$ cat src/rtl/frame_buffer_arbiter_if.sv
// frame_buffer_arbiter_if: request/grant/read-return bundle between the three frame-buffer clients and the arbiter
interface frame_buffer_arbiter_if #(
    parameter int DATA_W = 16,
    parameter int ADDR_W = 15
);
    logic              cam_req;
    logic [ADDR_W-1:0] cam_addr;
    logic [DATA_W-1:0] cam_wdata;
    logic              cam_gnt;
    logic              cam_err;
    logic              sob_req;
    logic [ADDR_W-1:0] sob_addr;
    logic              sob_gnt;
    logic              sob_rvalid;
    logic              vga_req;
    logic [ADDR_W-1:0] vga_addr;
    logic              vga_gnt;
    logic              vga_rvalid;
    logic [DATA_W-1:0] rdata;

    modport master (
        output cam_req, cam_addr, cam_wdata, sob_req, sob_addr, vga_req, vga_addr,
        input  cam_gnt, cam_err, sob_gnt, sob_rvalid, vga_gnt, vga_rvalid, rdata
    );

    modport slave (
        input  cam_req, cam_addr, cam_wdata, sob_req, sob_addr, vga_req, vga_addr,
        output cam_gnt, cam_err, sob_gnt, sob_rvalid, vga_gnt, vga_rvalid, rdata
    );
endinterface

$ cat src/rtl/frame_buffer_arbiter.sv
// frame_buffer_arbiter: shares one single-port 150x150 frame-buffer RAM between cam writer, Sobel reader and VGA reader
// Optional feature macro SOB_STARVE_GUARD_EN: sob wait counter that overrides vga priority after MAX_WAIT cycles.
module frame_buffer_arbiter #(
    parameter int DATA_W = 16,
    parameter int ADDR_W = 15,
    parameter int DEPTH  = 22500
`ifdef SOB_STARVE_GUARD_EN
    ,
    parameter int MAX_WAIT = 15
`endif
) (
    input  logic                  clk_50,
    input  logic                  rst_n,
    frame_buffer_arbiter_if.slave bus,
    output logic [ADDR_W-1:0]     mem_addr,
    output logic                  mem_we,
    output logic [DATA_W-1:0]     mem_wdata,
    input  logic [DATA_W-1:0]     mem_rdata
);
    localparam logic [ADDR_W-1:0] LIM = ADDR_W'(DEPTH);

    logic rr_sob;
    logic force_sob;
    logic cam_oor, sob_oor, vga_oor;
    logic sob_rd, vga_rd, rd_zero, rd_zero_q;

    assign cam_oor = bus.cam_addr >= LIM;
    assign sob_oor = bus.sob_addr >= LIM;
    assign vga_oor = bus.vga_addr >= LIM;

`ifdef SOB_STARVE_GUARD_EN
    logic [3:0] wait_cnt;
    assign force_sob = bus.sob_req && wait_cnt == 4'(MAX_WAIT);
    // count cycles sob is left waiting; a grant or a dropped request restarts the count
    always_ff @(posedge clk_50) begin
        if (!rst_n || !bus.sob_req || bus.sob_gnt) wait_cnt <= '0;
        else wait_cnt <= wait_cnt + 4'd1;
    end
`else
    assign force_sob = 1'b0;
`endif

    // vga first unless sob is starving, then round-robin between cam and sob; nothing granted in reset
    always_comb begin
        bus.vga_gnt = rst_n && bus.vga_req && !force_sob;
        bus.sob_gnt = rst_n && bus.sob_req && (force_sob || (!bus.vga_req && (!bus.cam_req || rr_sob)));
        bus.cam_gnt = rst_n && bus.cam_req && !force_sob && !bus.vga_req && (!bus.sob_req || !rr_sob);
    end

    // round-robin pointer moves to the other client only on cam/sob grants
    always_ff @(posedge clk_50) begin
        if (!rst_n) rr_sob <= 1'b0;
        else if (bus.cam_gnt || bus.sob_gnt) rr_sob <= bus.cam_gnt;
    end

    // stage 1: drive the winner onto the RAM port and tag the read for its return
    always_ff @(posedge clk_50) begin
        if (!rst_n) begin
            mem_addr    <= '0;
            mem_we      <= 1'b0;
            mem_wdata   <= '0;
            bus.cam_err <= 1'b0;
            sob_rd      <= 1'b0;
            vga_rd      <= 1'b0;
            rd_zero     <= 1'b0;
        end else begin
            if (bus.vga_gnt) mem_addr <= bus.vga_addr;
            else if (bus.sob_gnt) mem_addr <= bus.sob_addr;
            else if (bus.cam_gnt) mem_addr <= bus.cam_addr;
            if (bus.cam_gnt) mem_wdata <= bus.cam_wdata;
            mem_we      <= bus.cam_gnt && !cam_oor;
            bus.cam_err <= bus.cam_gnt && cam_oor;
            sob_rd      <= bus.sob_gnt;
            vga_rd      <= bus.vga_gnt;
            rd_zero     <= (bus.sob_gnt && sob_oor) || (bus.vga_gnt && vga_oor);
        end
    end

    // stage 2: RAM data is out now, so flag it valid for whichever reader issued it
    always_ff @(posedge clk_50) begin
        if (!rst_n) begin
            bus.sob_rvalid <= 1'b0;
            bus.vga_rvalid <= 1'b0;
            rd_zero_q      <= 1'b0;
        end else begin
            bus.sob_rvalid <= sob_rd;
            bus.vga_rvalid <= vga_rd;
            rd_zero_q      <= rd_zero;
        end
    end

    // out-of-range reads return zero instead of whatever the RAM decoded
    always_comb begin
        bus.rdata = ((bus.sob_rvalid || bus.vga_rvalid) && !rd_zero_q) ? mem_rdata : '0;
    end
endmodule

$ cat src/flat_wrapper.sv
// flat-port wrapper written by rule: the top's interface ports become plain ports
module frame_buffer_arbiter_flat 
#(
    parameter int DATA_W = 16,
    parameter int ADDR_W = 15,
    parameter int DEPTH  = 22500

)
  (clk_50, rst_n, mem_addr, mem_we, mem_wdata, mem_rdata, bus_cam_req, bus_cam_addr, bus_cam_wdata, bus_sob_req, bus_sob_addr, bus_vga_req, bus_vga_addr, bus_cam_gnt, bus_cam_err, bus_sob_gnt, bus_sob_rvalid, bus_vga_gnt, bus_vga_rvalid, bus_rdata);
  frame_buffer_arbiter_if #(.DATA_W(DATA_W), .ADDR_W(ADDR_W)) bus_i ();
  input  logic clk_50;
  input  logic rst_n;
  output logic [ADDR_W-1:0] mem_addr;
  output logic mem_we;
  output logic [DATA_W-1:0] mem_wdata;
  input  logic [DATA_W-1:0] mem_rdata;
  input wire logic [$bits(bus_i.cam_req)-1:0] bus_cam_req;
  input wire logic [$bits(bus_i.cam_addr)-1:0] bus_cam_addr;
  input wire logic [$bits(bus_i.cam_wdata)-1:0] bus_cam_wdata;
  input wire logic [$bits(bus_i.sob_req)-1:0] bus_sob_req;
  input wire logic [$bits(bus_i.sob_addr)-1:0] bus_sob_addr;
  input wire logic [$bits(bus_i.vga_req)-1:0] bus_vga_req;
  input wire logic [$bits(bus_i.vga_addr)-1:0] bus_vga_addr;
  output wire logic [$bits(bus_i.cam_gnt)-1:0] bus_cam_gnt;
  output wire logic [$bits(bus_i.cam_err)-1:0] bus_cam_err;
  output wire logic [$bits(bus_i.sob_gnt)-1:0] bus_sob_gnt;
  output wire logic [$bits(bus_i.sob_rvalid)-1:0] bus_sob_rvalid;
  output wire logic [$bits(bus_i.vga_gnt)-1:0] bus_vga_gnt;
  output wire logic [$bits(bus_i.vga_rvalid)-1:0] bus_vga_rvalid;
  output wire logic [$bits(bus_i.rdata)-1:0] bus_rdata;
  assign bus_i.cam_req = bus_cam_req;
  assign bus_i.cam_addr = bus_cam_addr;
  assign bus_i.cam_wdata = bus_cam_wdata;
  assign bus_i.sob_req = bus_sob_req;
  assign bus_i.sob_addr = bus_sob_addr;
  assign bus_i.vga_req = bus_vga_req;
  assign bus_i.vga_addr = bus_vga_addr;
  assign bus_cam_gnt = bus_i.cam_gnt;
  assign bus_cam_err = bus_i.cam_err;
  assign bus_sob_gnt = bus_i.sob_gnt;
  assign bus_sob_rvalid = bus_i.sob_rvalid;
  assign bus_vga_gnt = bus_i.vga_gnt;
  assign bus_vga_rvalid = bus_i.vga_rvalid;
  assign bus_rdata = bus_i.rdata;
  frame_buffer_arbiter #(.DATA_W(DATA_W), .ADDR_W(ADDR_W), .DEPTH(DEPTH)) u_core (.clk_50(clk_50), .rst_n(rst_n), .bus(bus_i), .mem_addr(mem_addr), .mem_we(mem_we), .mem_wdata(mem_wdata), .mem_rdata(mem_rdata));
endmodule
$ cat config.mk
export PLATFORM = sky130hd
export DESIGN_NAME = frame_buffer_arbiter_flat
export DESIGN_NICKNAME = d
export VERILOG_FILES = /design/src/rtl/frame_buffer_arbiter_if.sv /design/src/rtl/frame_buffer_arbiter.sv /design/src/flat_wrapper.sv
export SDC_FILE = /design/constraint.sdc
export NUM_CORES = 1
export LEC_CHECK = 0
export CORE_MARGIN = 1.5
export CORE_UTILIZATION = 34
export DETAILED_ROUTE_END_ITERATION = 8
export GPL_ROUTABILITY_DRIVEN = 0
export MAX_ROUTING_LAYER = met4
export PLACE_DENSITY = 0.82
export REMOVE_ABC_BUFFERS = 1
export SLEW_MARGIN = 30
export SYNTH_ARGS = -nofsm -noshare
export SYNTH_HDL_FRONTEND = slang
export SYNTH_SLANG_ARGS = --single-unit
$ cat constraint.sdc
create_clock -name clk_50 -period 1.7 [get_ports clk_50]
set_input_delay 0.255 -clock clk_50 [delete_from_list [all_inputs] [get_ports clk_50]]
set_output_delay 0.255 -clock clk_50 [all_outputs]
set_load 0.03 [all_outputs]
==> results.py, run 1 <==
metrics = {
    "power": {
        "peakVddDrop_v": 0.000589,
        "p_leak_nw": 1.32,
        "p_per_area_nw_per_um2": 736,
        "power_mw": 2.53,
    },
    "cells_and_area": {
        "num_antenna_cells": 0,
        "final_cell_mix": "116 x clkdlybuf4s50_1, 40 x dfxtp_1, 38 x nand2_1",
        "final_nets": 439,
        "mostFrequentLayoutCell": "clkdlybuf4s50_1",
        "area_growth_pct": 91.9,
        "layout-drive-gt1-share_pct": 15.1,
    },
    "worst_setup_path": {
        "cp_max_fo": 20,
        "cp_cell_sequence": "clkdlybuf4s50_1 > buf_6 > and2_1 > buf_4",
        "cpMaxStageDelayCell": "clkdlybuf4s50_1",
        "critical-path-max-stage-delay_ns": 0.56,
        "cp.required_ns": 1.44,
        "crit_path_start_kind": "input port",
        "arrival_ns": 1.38,
        "crit_path_end_kind": "output port",
        "worstSetupPathType": "in -> out",
        "r2r_slack_ns": 0.27,
    },
    "global_route": {
        "grt_start_max_net_pins": 24,
        "track_usage_pct": 21.5,
        "grt_overflow": 0,
        "grt_pass1_vias": 1878,
        "antenna_found_initial": 0,
        "grt_pass1_wl_mm": 8.82,
    },
    "die": {
        "die_w_um": 75.5,
        "initial_utilization_pct": 35.3,
        "fp-row-count": 26,
        "core_sq_um": 5070,
        "boundaryPins": 136,
        "die_area_sq_um": 5710,
        "die_h_um": 75.5,
    },
    "outcome": {
        "status": "finished clean",
    },
    "run": {
        "max_cap_viol_count": 0,
    },
    "detailed_routing": {
        "via_count": 2102,
        "drcViolationCount": 0,
        "wl_per_cell_um": 14.5,
        "drtIter0Drc": 141,
        "drt_wl_total_mm": 6.19,
        "viasPerCell": 4.91,
        "drtAntennaViolNets": 0,
        "drt-pass1-iter-count": 4,
    },
    "clock_network": {
        "cts_root_buffer": "clkbuf_8",
        "cts_tree": "built",
        "clock-sinks": 40,
        "clk_path_buf_depth": 2,
        "holdBufCountCts": 0,
        "clk_latency_ns": 0.29,
        "numCtsBuffers": 5,
        "path_clk_slew_ns": 0.08,
        "htree_num_levels": 2,
    },
    "timing": {
        "relSlewSlack_pct": 64.0,
        "fin_crit_sh_pct": 96.5,
        "finalSetupViolCount": 0,
        "hold_violations": 0,
        "finalClockSkew_ns": 0.00375,
        "timing.fmax_ghz": 0.610,
        "period_needed_ns": 1.64,
        "worstMarginPinSlew_ns": 0.540,
        "maxSlewViolCount": 0,
        "fin_ws_ns": 0.0601,
        "rsz0062_at_grt": "false",
    },
    "synthesis": {
        "syn_area_per_cell_sq_um": 8.64,
        "synth_cells": 207,
        "synth_warnings": 0,
        "synth_area_sq_um": 1790,
        "seq_area_frac_synth_pct": 44.8,
        "ys_ff_latch": 40,
        "synth_cell_types": 33,
    },
    "place": {
        "port_buffers": 135,
        "dp_hpwl_mm": 4.90,
        "post-place-ws_ns": -0.0919,
    },
    "worst_hold_path": {
        "hold_path.class": "reg -> reg",
    },
}
power breakdown:
| part | internal (mW) | switching (mW) | total [mW] | leakage (nW) |
|---|---|---|---|---|
| sequential | 0.996 | 0.0300 | 1.03 | 0.330 |
| combinational | 0.376 | 0.323 | 0.699 | 0.936 |
| clock | 0.442 | 0.358 | 0.800 | 0.0548 |
| total | 1.81 | 0.711 | 2.53 | 1.32 |
critical path, delay by kind of cell:
family                 cells  cell delay (ns)
buffers and inverters      3             0.95
and+or+nand+nor            1             0.18
registers in the layout, indices dropped and copies added (netlist names):
name,cells
u_core.mem_we,1
u_core.bus.cam_err,1
u_core.rr_sob,1
u_core.rd_zero,1
u_core.mem_addr,15
u_core.sob_rd,1
u_core.rd_zero_q,1
u_core.bus.vga_rvalid,1
u_core.mem_wdata,16
u_core.bus.sob_rvalid,1
u_core.vga_rd,1
logic make-up (layout without fill, tap and decap cells):
family	after synthesis	after routing	synth area share (%)
and+or+nand+nor	86	86	24.5
buffers and inverters	15	166	4.61
AOI/OAI and AO/OA	53	53	18.8
muxes	13	13	7.27
DFF	40	40	44.8
synthesized netlist by cell type (all sizes together):
cell type | instances | area share [%]
nor2b | 3 | 1.5
nand4b | 1 | 0.49
nand3b | 1 | 0.42
nand4 | 3 | 1.0
and3 | 3 | 1.0
nor2 | 3 | 0.63
and2 | 21 | 7.3
inv | 1 | 0.21
mux2i | 13 | 7.3
nand2 | 38 | 8.0
nand2b | 1 | 0.35
o21ai | 19 | 5.3
or3b | 1 | 0.49
a41oi | 1 | 0.91
o31ai | 2 | 0.84
buf | 7 | 2.9
o21a | 1 | 0.42
nor3 | 7 | 2.0
or2 | 1 | 0.35
clkbuf | 7 | 1.5
nor3b | 1 | 0.42
a211oi | 1 | 0.42
o22ai | 14 | 4.9
a21oi | 2 | 0.56
nand3 | 2 | 0.56
dfxtp | 40 | 45
a22oi | 13 | 5.5
final timing paths:
| path | start | end | cells after the start |
|---|---|---|---|
| max | bus_vga_req | bus_vga_gnt | 4 |
| min | u_core.sob_rd$_SDFF_PN0_ | u_core.bus.sob_rvalid$_SDFF_PN0_ | 1 |
| max reg2reg | u_core.rr_sob$_SDFFE_PN0P_ | u_core.mem_addr[4]$_SDFFE_PN0P_ | 6 |
| min reg2reg | u_core.sob_rd$_SDFF_PN0_ | u_core.bus.sob_rvalid$_SDFF_PN0_ | 1 |
stage by stage:
| step | instance area [sq um] | utilization, % | TNS [ns] | hold WS (ns) | std cells |
|---|---|---|---|---|---|
| floorplan | 1710 | - | 0 | 0.363 | 193 |
| global placement | 3270 | 64.4 | -0.332 | 0.417 | 415 |
| detailed placement | 3270 | 64.4 | -0.844 | 0.420 | 415 |
| CTS | 3390 | 66.8 | 0 | 0.430 | 423 |
| global route | 3430 | 67.7 | 0 | 0.468 | 428 |
| finish | 3430 | 67.7 | 0 | 0.434 | 428 |
area by class of cell:
class | count | area, sq um
clock buffer | 5 | 68.8
clock inverter | 3 | 46.3
fill | 398 | 1640
inverter | 1 | 3.75
multi-input combinational | 152 | 912
sequential | 40 | 801
tap | 70 | 87.6
timing repair buffer | 157 | 1510
per-layer routing:
layer  share of wire (%)  track usage [%]  up-vias
li1                    -                -     1031
met1                  37             23.2      930
met2                  49             36.6      133
met3                  13             8.33        8
met4                 1.4             6.15        0
met5                   0                -        -
timing repair:
| action | CTS | global route |
|---|---|---|
| endpoints found under the setup margin | 1 | 3 |
| resized for setup | 3 | 2 |
| buffers inserted | 0 | 5 |
Power figures use the tool's default switching activity.
==> run 2, diff against run 1 <==
Settings changed: SLEW_MARGIN 30 to not set.
==> results of run 2 <==
Same layout as run 1: the final DEF is identical, and so are final timing and power.
